### config.mk
export PLATFORM = sky130hd
export DESIGN_NAME = arb_requester
export DESIGN_NICKNAME = d
export VERILOG_FILES = /design/src/rtl/arb_req_pkg.sv /design/src/rtl/req_slot_fifo.sv /design/src/rtl/arb_requester.sv
export SDC_FILE = /design/constraint.sdc
export NUM_CORES = 1
export LEC_CHECK = 0
export CORE_AREA = 8 8 217 219
export CTS_CLUSTER_DIAMETER = 80
export CTS_CLUSTER_SIZE = 8
export DETAILED_ROUTE_END_ITERATION = 6
export DIE_AREA = 0 0 225 227
export PLACE_DENSITY_LB_ADDON = 0.3
export SETUP_SLACK_MARGIN = 0.1
export SLEW_MARGIN = 20
export SYNTH_ARGS = -nofsm -noshare
export SYNTH_HDL_FRONTEND = slang
export SYNTH_SLANG_ARGS = --single-unit
### constraint.sdc
create_clock -name clock -period 7.05 [get_ports clock]
set_input_delay 1.41 -clock clock [delete_from_list [all_inputs] [get_ports clock]]
set_output_delay 1.41 -clock clock [all_outputs]
set_load 0.005 [all_outputs]
### src/rtl/arb_req_pkg.sv
// Shared types and helpers for the round-robin requester front end.
// Latency: none (types and pure functions only).
// Backpressure: n/a.
// Contents: slot_cnt_t (per-client slot occupancy), onehot0(), onehot_to_idx().
// Vector helpers take up to MAX_VEC_W bits; callers zero-extend narrower vectors.
package arb_req_pkg;

   localparam int MAX_VEC_W = 32;
   localparam int MAX_IDX_W = 5;

   // Occupancy of a two-entry client slot, range 0..2.
   typedef logic [1:0] slot_cnt_t;

   localparam slot_cnt_t SLOT_DEPTH = 2'd2;

   // True when at most one bit is set.
   function automatic bit onehot0(input logic [MAX_VEC_W-1:0] vec);
      return (vec & (vec - MAX_VEC_W'(1))) == '0;
   endfunction

   // Index of the set bit of a one-hot vector (OR of indices, so 0 for a zero vector).
   function automatic logic [MAX_IDX_W-1:0] onehot_to_idx(input logic [MAX_VEC_W-1:0] vec);
      logic [MAX_IDX_W-1:0] idx;
      idx = '0;
      for (int i = 0; i < MAX_VEC_W; i++) begin
         if (vec[i]) idx |= MAX_IDX_W'(i);
      end
      return idx;
   endfunction

endpackage

### src/rtl/req_slot_fifo.sv
// Two-entry FIFO holding one client's pending payloads.
// Latency: push visible at head/count the cycle after the push edge.
// Backpressure: push ignored when full, pop ignored when empty.
// Ports: clock, reset (sync, active-high); push_i/push_data_i write side;
//        pop_i read side; count_o, head_o, full_o, empty_o status.
module req_slot_fifo
   import arb_req_pkg::*;
#(
   parameter int DATA_W = 32
) (
   input  logic              clock,
   input  logic              reset,
   input  logic              push_i,
   input  logic [DATA_W-1:0] push_data_i,
   input  logic              pop_i,
   output slot_cnt_t         count_o,
   output logic [DATA_W-1:0] head_o,
   output logic              full_o,
   output logic              empty_o
);

   logic [DATA_W-1:0] mem_q [2];
   logic              wr_ptr_q, wr_ptr_d;
   logic              rd_ptr_q, rd_ptr_d;
   slot_cnt_t         count_q, count_d;
   logic              do_push, do_pop;

   assign full_o  = (count_q == SLOT_DEPTH);
   assign empty_o = (count_q == '0);
   assign count_o = count_q;
   assign head_o  = mem_q[rd_ptr_q];

   // A full slot never accepts, even when it is being popped this cycle.
   assign do_push = push_i & ~full_o;
   assign do_pop  = pop_i & ~empty_o;

   always_comb begin
      wr_ptr_d = wr_ptr_q;
      rd_ptr_d = rd_ptr_q;
      count_d  = count_q;
      if (do_push) wr_ptr_d = ~wr_ptr_q;
      if (do_pop)  rd_ptr_d = ~rd_ptr_q;
      if (do_push && !do_pop)      count_d = count_q + 2'd1;
      else if (do_pop && !do_push) count_d = count_q - 2'd1;
   end

   always_ff @(posedge clock) begin
      if (reset) begin
         wr_ptr_q <= 1'b0;
         rd_ptr_q <= 1'b0;
         count_q  <= '0;
      end else begin
         wr_ptr_q <= wr_ptr_d;
         rd_ptr_q <= rd_ptr_d;
         count_q  <= count_d;
      end
   end

   // Payload storage needs no reset: count gates what is ever read out.
   always_ff @(posedge clock) begin
      if (do_push) mem_q[wr_ptr_q] <= push_data_i;
   end

endmodule

### src/rtl/arb_requester.sv
// Client-side front end of the round-robin request/grant protocol.
// Latency: 1 cycle from accepted grant to out_valid/out_data/out_client.
// Backpressure: output register holds while out_valid & ~out_ready; stall tells the arbiter to stop granting.
// Ports: clock, reset (sync, active-high); in_valid/in_ready/in_data per-client producers;
//        request/grant/stall to the arbiter; out_valid/out_ready/out_data/out_client downstream;
//        grant_err protocol-violation pulse; starve_err sticky per-client starvation flags.
// Optional: ARB_REQ_STARVE_CHECK_EN enables per-client wait counters behind starve_err.
module arb_requester
   import arb_req_pkg::*;
#(
   parameter  int CLIENTS  = 8,
   parameter  int DATA_W   = 32,
   parameter  int MAX_WAIT = 64,
   localparam int CLIENT_W = (CLIENTS > 1) ? $clog2(CLIENTS) : 1
) (
   input  logic                      clock,
   input  logic                      reset,
   input  logic [CLIENTS-1:0]        in_valid,
   output logic [CLIENTS-1:0]        in_ready,
   input  logic [CLIENTS*DATA_W-1:0] in_data,
   output logic [CLIENTS-1:0]        request,
   input  logic [CLIENTS-1:0]        grant,
   output logic                      stall,
   output logic                      out_valid,
   input  logic                      out_ready,
   output logic [DATA_W-1:0]         out_data,
   output logic [CLIENT_W-1:0]       out_client,
   output logic                      grant_err,
   output logic [CLIENTS-1:0]        starve_err
);

   slot_cnt_t         slot_cnt  [CLIENTS];
   logic [DATA_W-1:0] slot_head [CLIENTS];
   logic [CLIENTS-1:0] slot_full, slot_empty, slot_push, slot_pop;

   // Low for the first cycle after reset so in_ready comes only from registered state.
   logic rst_done_q;

   logic                grant_any, grant_bad, grant_ok;
   logic [CLIENT_W-1:0] grant_idx;

   logic                out_valid_q,  out_valid_d;
   logic [DATA_W-1:0]   out_data_q,   out_data_d;
   logic [CLIENT_W-1:0] out_client_q, out_client_d;
   logic                grant_err_q,  grant_err_d;

   for (genvar g = 0; g < CLIENTS; g++) begin : g_slot
      req_slot_fifo #(.DATA_W(DATA_W)) u_slot (
         .clock       (clock),
         .reset       (reset),
         .push_i      (slot_push[g]),
         .push_data_i (in_data[g*DATA_W +: DATA_W]),
         .pop_i       (slot_pop[g]),
         .count_o     (slot_cnt[g]),
         .head_o      (slot_head[g]),
         .full_o      (slot_full[g]),
         .empty_o     (slot_empty[g])
      );

      assign request[g]   = (slot_cnt[g] != '0);
      assign in_ready[g]  = rst_done_q & ~slot_full[g];
      assign slot_push[g] = in_valid[g] & in_ready[g];
      // request already implies non-empty; the empty term keeps the pop self-evidently safe.
      assign slot_pop[g]  = grant_ok & grant[g] & ~slot_empty[g];
   end

   always_ff @(posedge clock) begin
      if (reset) rst_done_q <= 1'b0;
      else       rst_done_q <= 1'b1;
   end

   assign stall = out_valid_q & ~out_ready;

   // A violating grant (multi-hot, to an idle client, or during stall) is dropped whole.
   assign grant_any = |grant;
   assign grant_bad = grant_any &
                      (~onehot0(MAX_VEC_W'(grant)) | (|(grant & ~request)) | stall);
   assign grant_ok  = grant_any & ~grant_bad;
   assign grant_idx = CLIENT_W'(onehot_to_idx(MAX_VEC_W'(grant)));

   // A dropped grant does not load the register, but a pending beat still drains normally.
   always_comb begin
      out_valid_d  = out_valid_q;
      out_data_d   = out_data_q;
      out_client_d = out_client_q;
      grant_err_d  = grant_bad;
      if (grant_ok) begin
         out_valid_d  = 1'b1;
         out_data_d   = slot_head[grant_idx];
         out_client_d = grant_idx;
      end else if (out_ready) begin
         out_valid_d  = 1'b0;
      end
   end

   always_ff @(posedge clock) begin
      if (reset) begin
         out_valid_q  <= 1'b0;
         out_data_q   <= '0;
         out_client_q <= '0;
         grant_err_q  <= 1'b0;
      end else begin
         out_valid_q  <= out_valid_d;
         out_data_q   <= out_data_d;
         out_client_q <= out_client_d;
         grant_err_q  <= grant_err_d;
      end
   end

   assign out_valid  = out_valid_q;
   assign out_data   = out_data_q;
   assign out_client = out_client_q;
   assign grant_err  = grant_err_q;

`ifdef ARB_REQ_STARVE_CHECK_EN
   localparam int WAIT_W = $clog2(MAX_WAIT + 1);

   logic [WAIT_W-1:0]  wait_q [CLIENTS];
   logic [WAIT_W-1:0]  wait_d [CLIENTS];
   logic [CLIENTS-1:0] starve_q, starve_d;

   // Counts consecutive cycles of an ungranted request; any grant bit on the
   // client (even one that is rejected) restarts the count.
   always_comb begin
      for (int i = 0; i < CLIENTS; i++) begin
         wait_d[i]   = wait_q[i];
         starve_d[i] = starve_q[i];
         if (grant[i] || !request[i]) wait_d[i] = '0;
         else if (wait_q[i] != WAIT_W'(MAX_WAIT)) wait_d[i] = wait_q[i] + WAIT_W'(1);
         if (wait_d[i] == WAIT_W'(MAX_WAIT)) starve_d[i] = 1'b1;
      end
   end

   always_ff @(posedge clock) begin
      if (reset) begin
         for (int i = 0; i < CLIENTS; i++) wait_q[i] <= '0;
         starve_q <= '0;
      end else begin
         for (int i = 0; i < CLIENTS; i++) wait_q[i] <= wait_d[i];
         starve_q <= starve_d;
      end
   end

   assign starve_err = starve_q;
`else
   assign starve_err = '0;
`endif

endmodule

==> summary.txt, run 1 <==
Place
  • IO Port Bufs: 328
  • Placed Cells: 2,418
  • GPL Wtd Cong: 0.846
  • Hpwl dp: 44,800 um

Clocking
  • H-tree Lvls: 3
  • Clock-pin slew on the worst setup and hold paths: 0.05 ns
  • CTS buffer count: 83
  • Cts hold-fix bufs: 0
  • Max clock buf depth: 3
  • CTS tree: done
  • Root Buffer: clkbuf_16
  • Setup Buffers After CTS: 0
  • CTS Sinks: 590
  • Post-CTS Resized: 0
  • Clk Latency, worst-skew pair: 0.59 ns

Detailed routing
  • M1 WL: 26,200 um
  • Highest metal used: met4
  • Routed WL per cell: 25.6 um
  • DRT Pass-1 Iters: 5
  • Drt drc: 0
  • Met3 routed WL: 6060 um
  • Initial DRC count: 1,556
  • Vias per cell: 5.83
  • WL met2: 30,900 um
  • Via count: 14,800
  • ANT nets after route: 0
  • Final WL: 65,200 um

STA
  • Clock Skew: 0.0122 ns
  • Tmin final: 4.06 ns
  • Period utilization: 57.7%
  • Rel. slew slack: 25.6%
  • Final Hold Fails: 0
  • # setup viols final: 0
  • Max Freq: 246 MHz
  • Setup Total Neg Slack: 0 ns
  • Worst-Margin Slew: 1.12 ns
  • RSZ-0062 raised after global routing: false
  • Slew Viols, Final: 0

Yosys
  • Mapped cell area: 23,600 um2
  • Register area share after synthesis: 71.7%
  • Post-synth ARST share: 0%
  • Yosys cell types: 50
  • Post-synth EDFFs: 512
  • Yosys top cell area share: 65.1%
  • Top_reg_cell synth: edfxtp_1
  • #FFs+latches synth: 590
  • Synth Instances: 1,576
  • Cell taking the most area after synthesis: edfxtp_1
  • Cells taking the most area after synthesis: edfxtp_1 (65%), mux2i_1 (8.1%), dfxtp_1 (6.6%)
  • Mean Syn Cell Area: 15.0 um2
  • YS warnings: 0

Floorplanning
  • Die area: 51,100 um2
  • Die width: 225 um
  • Initial Util: 54.1%
  • Rows: 77
  • IO Pins: 337
  • Core ar.: 43,600 um2
  • Die height: 227 um

Worst setup path
  • WS Path Type: in2out
  • Crit start category: input pin
  • Largest stage delay, worst path: 0.57 ns
  • Worst endpoint required time: 5.64 ns
  • Arrival @ worst endpoint: 2.65 ns
  • Worst Path Buf+Inv: 2
  • Slowest-stage cell, CP: clkdlybuf4s50_1
  • CP endpoint kind: primary output
  • Crit path cell chain: clkdlybuf4s50_1 > nor2b_1 > clkdlybuf4s50_1
  • Cell mode on critical path: clkdlybuf4s50_1
  • Delay-heaviest family, CP: buffers and inverters
  • CP Max Fanout: 3

GRT
  • GRT Util Overall: 24.8%
  • Vias in the first global route: 14,800
  • Largest net degree at the start of global routing: 136
  • Initial antenna violation count: 4
  • First-pass GRT wire length: 93,300 um
  • Total gr overflow: 0

Pwr
  • Leak Pwr: 9.55 nW
  • PwrDens: 272 nW/um2
  • Peak supply drop: 0.200 mV

Cells and area
  • Area growth syn-to-layout: 25.8%
  • Layout cell share with drive strength beyond 1: 8.41%
  • Fillers: 2,960
  • Fin cells: 2,546
  • NumNets Final: 2,195

Outcome
  • Outcome: completed

Worst hold path
  • Hold Crit Class: reg2reg

Job
  • Max Cap Viol: 0
worst reg2reg max path: stages, from the launching register on:
cell	delay [ns]
dfxtp_1	0.40
nor2_1	0.09
a2111oi_0	0.37
and4b_1	0.23
buf_4	0.40
and4_1	0.36
inv_1	0.07
ha_1	0.21
xor2_1	0.16
or3_1	0.32
a21oi_1	0.15
cell usage in the layout (no fill, tap or decap), types with 33 or more instances in the layout:
cell	instances
a211oi_1	66
a21oi_1	108
a311oi_1	33
a32oi_1	64
clkbuf_1	35
clkbuf_16	84
clkdlybuf4s50_1	327
dfxtp_1	70
edfxtp_1	512
inv_1	38
mux2i_1	192
nand2_1	139
nor2b_1	73
state kept, by name, summed over array words and instances (netlist names), named ones only:
| name | cells |
|---|---|
| out_client | 3 |
| g_slot.u_slot.wr_ptr_q | 8 |
| grant_err | 1 |
| g_slot.u_slot.rd_ptr_q | 8 |
| out_valid | 1 |
| g_slot.u_slot.mem_q | 512 |
| g_slot.u_slot.count_o | 16 |
| rst_done_q | 1 |
| out_data | 32 |
per-layer routing:
metal	track usage [%]	vias up
met5	0	-
met4	10.0	0
met3	6.66	91
met2	39.7	766
met1	32.3	7274
li1	-	6703
synth_stat cells, types with 2 or more instances:
cell,count
clkbuf_1,53
nor3b_1,5
a211oi_1,66
buf_4,14
and4_1,8
nor2b_1,73
edfxtp_1,512
nor4_2,2
a32oi_1,64
o21ai_0,9
xor2_1,16
buf_1,5
mux2i_1,192
a311oi_1,33
ha_1,8
nor2_1,49
mux2_2,12
dfxtp_1,78
or3_1,8
mux2_1,4
buf_6,8
a21oi_1,108
or2_2,5
nand2_1,139
a21boi_0,8
buf_2,29
inv_1,38
xnor2_1,8
cell families after synthesis:
group	count (synthesis)	synth area share (%)
fa+ha+maj	9	0.466
buf+inv	148	2.99
simple gates	299	6.20
other cells	1	0.0159
compound gates	297	8.80
mux	208	8.90
xor+xnor	24	0.890
flops	590	71.7
final timing paths:
| path | end | slack [ns] | depth (start not counted) | from |
|---|---|---|---|---|
| hold reg to reg | g_slot[5].u_slot.count_o[1]$_SDFFE_PP0P_ | 0.51 | 2 | g_slot[5].u_slot.count_o[1]$_SDFFE_PP0P_ |
| setup / recovery | stall | 2.99 | 3 | out_ready |
| setup reg to reg | g_slot[0].u_slot.count_o[1]$_SDFFE_PP0P_ | 4.20 | 10 | g_slot[5].u_slot.count_o[0]$_SDFFE_PP0P_ |
| hold / removal | g_slot[5].u_slot.count_o[1]$_SDFFE_PP0P_ | 0.51 | 2 | g_slot[5].u_slot.count_o[1]$_SDFFE_PP0P_ |
final cells by class:
type                       instances  area [um2]  share of cell area, %
clock buffer                     119        2230                   7.52
timing repair buffer             354        3510                   11.8
tap                              592         741                   2.49
antenna                            5        12.5                 0.0421
multi-input combinational        845        6080                   20.5
inverter                          38         143                  0.480
sequential                       590       16900                   57.1
clock inverter                     3        28.8                 0.0969
report_power, final:
part / switching [mW] / internal (mW)
Clock: 1.36 / 2.15
Combinational: 0.309 / 0.252
Sequential: 0.0422 / 3.95
Total: 1.71 / 6.36
metrics by stage:
step | hold WS, ns | util (%) | setup slack, ns | instance area, um2 | power (mW)
2_1_floorplan | 0.464 | - | 3.54 | 23600 | 4.28
3_3_place_gp | 0.487 | 62.7 | 2.07 | 27400 | 4.59
3_5_place_dp | 0.501 | 62.7 | 2.06 | 27400 | 4.62
4_1_cts | 0.510 | 67.9 | 2.65 | 29600 | 8.10
5_1_grt | 0.539 | 68.0 | 2.81 | 29700 | 8.30
6_report | 0.506 | 68.0 | 2.99 | 29700 | 8.08
No activity file was read; power rests on OpenSTA's default activity.
==> run 2, diff against run 1 <==
clock period = 3.9 ns   (was 7.05 ns; I/O delays follow)
==> run 2 against run 1 <==
  * Combinational power increased by 85%
  * Critical path depth increased by 6
  * Register-to-register slack got worse by 2.9 ns
  * Routed wire length increased by 0.59%
==> summary.txt, run 2 (synthesis gave the netlist of run 1 again) <==
Clocking
  • Max clock buf depth: 3
  • Clk Latency, worst-skew pair: 0.61 ns
  • Clock-pin slew on the worst setup and hold paths: 0.05 ns
  • Post-CTS Resized: 0
  • CTS tree: done
  • CTS buffer count: 83
  • Setup Buffers After CTS: 0
  • Root Buffer: clkbuf_16
  • CTS Sinks: 590
  • H-tree Lvls: 3
  • Cts hold-fix bufs: 0

GRT
  • Total gr overflow: 0
  • Vias in the first global route: 15,100
  • GRT Util Overall: 25.1%
  • Largest net degree at the start of global routing: 45
  • First-pass GRT wire length: 94,200 um
  • Initial antenna violation count: 3

STA
  • # setup viols final: 0
  • Slew Viols, Final: 0
  • Worst-Margin Slew: 1.12 ns
  • Rel. slew slack: 25.6%
  • Tmin final: 3.14 ns
  • Period utilization: 80.4%
  • Setup Total Neg Slack: 0 ns
  • Max Freq: 319 MHz
  • RSZ-0062 raised after global routing: false
  • Clock Skew: 0.0223 ns
  • Final Hold Fails: 0
  • WHS: 0.499 ns

Place
  • IO Port Bufs: 328
  • GPL Wtd Cong: 0.907
  • Hpwl dp: 46,400 um

Pwr
  • Peak supply drop: 0.343 mV
  • Leak Pwr: 9.73 nW
  • PwrDens: 493 nW/um2

Worst setup path
  • CP Max Fanout: 11
  • R2r endpoint: g_slot[5].u_slot.count_o[1]$_SDFFE_PP0P_
  • R2R Path Start: g_slot[5].u_slot.count_o[0]$_SDFFE_PP0P_
  • R2R setup slack: 1.27 ns
  • WS Path Type: in2reg
  • CP endpoint kind: flip-flop
  • Crit start category: input pin
  • Arrival @ worst endpoint: 3.65 ns
  • Worst endpoint required time: 4.41 ns
  • Worst Reg2Reg Path Length in Cells: 8

Floorplanning
  • Die width: 225 um
  • Die area: 51,100 um2
  • Die height: 227 um
  • Initial Util: 54.1%
  • Core ar.: 43,600 um2
  • IO Pins: 337
  • Rows: 77

Worst hold path
  • Hold Crit Class: reg2reg
  • Worst Hold Path EP: g_slot[4].u_slot.count_o[1]$_SDFFE_PP0P_
  • Worst Hold Depth: 2
  • Hold Startpoint: g_slot[4].u_slot.count_o[1]$_SDFFE_PP0P_

Cells and area
  • Area growth syn-to-layout: 27.0%
  • Fillers: 2,912
  • Reg with most FFs: g_slot.u_slot.mem_q
  • Commonest non-fill, non-tap cell in the layout: edfxtp_1
  • NumNets Final: 2,218
  • Most frequent cells in the layout: edfxtp_1 (512), clkdlybuf4s50_1 (327), mux2i_1 (192)
  • Layout cell share with drive strength beyond 1: 9.56%
  • Max reg flops: 512

Outcome
  • Outcome: completed

Detailed routing
  • DRT Pass-1 Iters: 5
  • Initial DRC count: 1,699
  • Routed WL per cell: 25.4 um
  • Final WL: 65,600 um
  • Drt drc: 0
  • ANT nets after route: 0
  • Vias per cell: 5.79
  • Via count: 14,900

Job
  • Max Cap Viol: 0
==> run 2: changes by cell type in the layout (fill, tap and decap cells not counted), moves of 2 or more <==
cell      previous run  this run
buf_12               1         5
buf_4               24        44
clkbuf_1            35        46
diode_2              5         3
inv_6                1         3
==> run 2: layout make-up <==
type	count	area, um2	share of cell area (%)
Antenna cell	3	7.51	0.0250
Clock buffer	131	2300	7.67
Clock inverter	6	62.6	0.209
Inverter	38	143	0.476
Multi-Input combinational cell	845	6070	20.3
Sequential cell	590	16900	56.5
Tap cell	592	741	2.47
Timing Repair Buffer	377	3710	12.4
==> run 2: worst max-delay path by stage <==
| stage | start | end | slack (ns) | depth (start not counted) |
|---|---|---|---|---|
| after floorplan | grant[7] | g_slot[0].u_slot.count_o[1]$_SDFFE_PP0P_ | 1.02 | 11 |
| after global placement | grant[7] | g_slot[7].u_slot.count_o[1]$_SDFFE_PP0P_ | 0.22 | 9 |
| after detailed placement | grant[7] | g_slot[5].u_slot.count_o[1]$_SDFFE_PP0P_ | 0.14 | 9 |
| after CTS | grant[7] | g_slot[5].u_slot.count_o[1]$_SDFFE_PP0P_ | 0.81 | 9 |
| after global routing | grant[7] | g_slot[5].u_slot.count_o[1]$_SDFFE_PP0P_ | 0.52 | 9 |
| final | grant[3] | g_slot[5].u_slot.count_o[1]$_SDFFE_PP0P_ | 0.76 | 9 |
==> run 2: worst max-delay path, cell delays in order <==
cell	delay [ns]
clkdlybuf4s50_1	0.63
nor3_1	0.39
a31oi_1	0.12
and4b_1	0.48
and4_1	0.32
inv_1	0.06
ha_1	0.33
or3_1	0.36
a21oi_1	0.17
==> run 2: per-layer routing <==
layer	part of all wire (%)	up-vias	track usage [%]
li1	-	6767	-
met4	3.6	0	10.7
met2	47	749	39.7
met5	0	-	0
met1	41	7309	33.4
met3	8.8	116	5.51
==> run 2: per-stage QoR <==
step	instance area (um2)	util (%)	setup slack (ns)	power, mW	cells
after floorplan	23600	-	1.02	7.74	1583
after global placement	27600	63.3	0.224	8.33	2442
after detailed placement	27600	63.3	0.143	8.37	2442
after CTS	30000	68.7	0.812	14.8	2579
after global routing	30000	68.7	0.516	15.2	2581
final	30000	68.7	0.764	14.8	2582
==> run 2: where the power goes <==
| group | switching, mW | internal (mW) | leakage, nW | total, mW |
|---|---|---|---|---|
| clock network | 2.51 | 4.00 | 1.13 | 6.51 |
| registers | 0.0755 | 7.15 | 5.33 | 7.22 |
| logic | 0.570 | 0.466 | 3.27 | 1.04 |
| total | 3.16 | 11.6 | 9.73 | 14.8 |
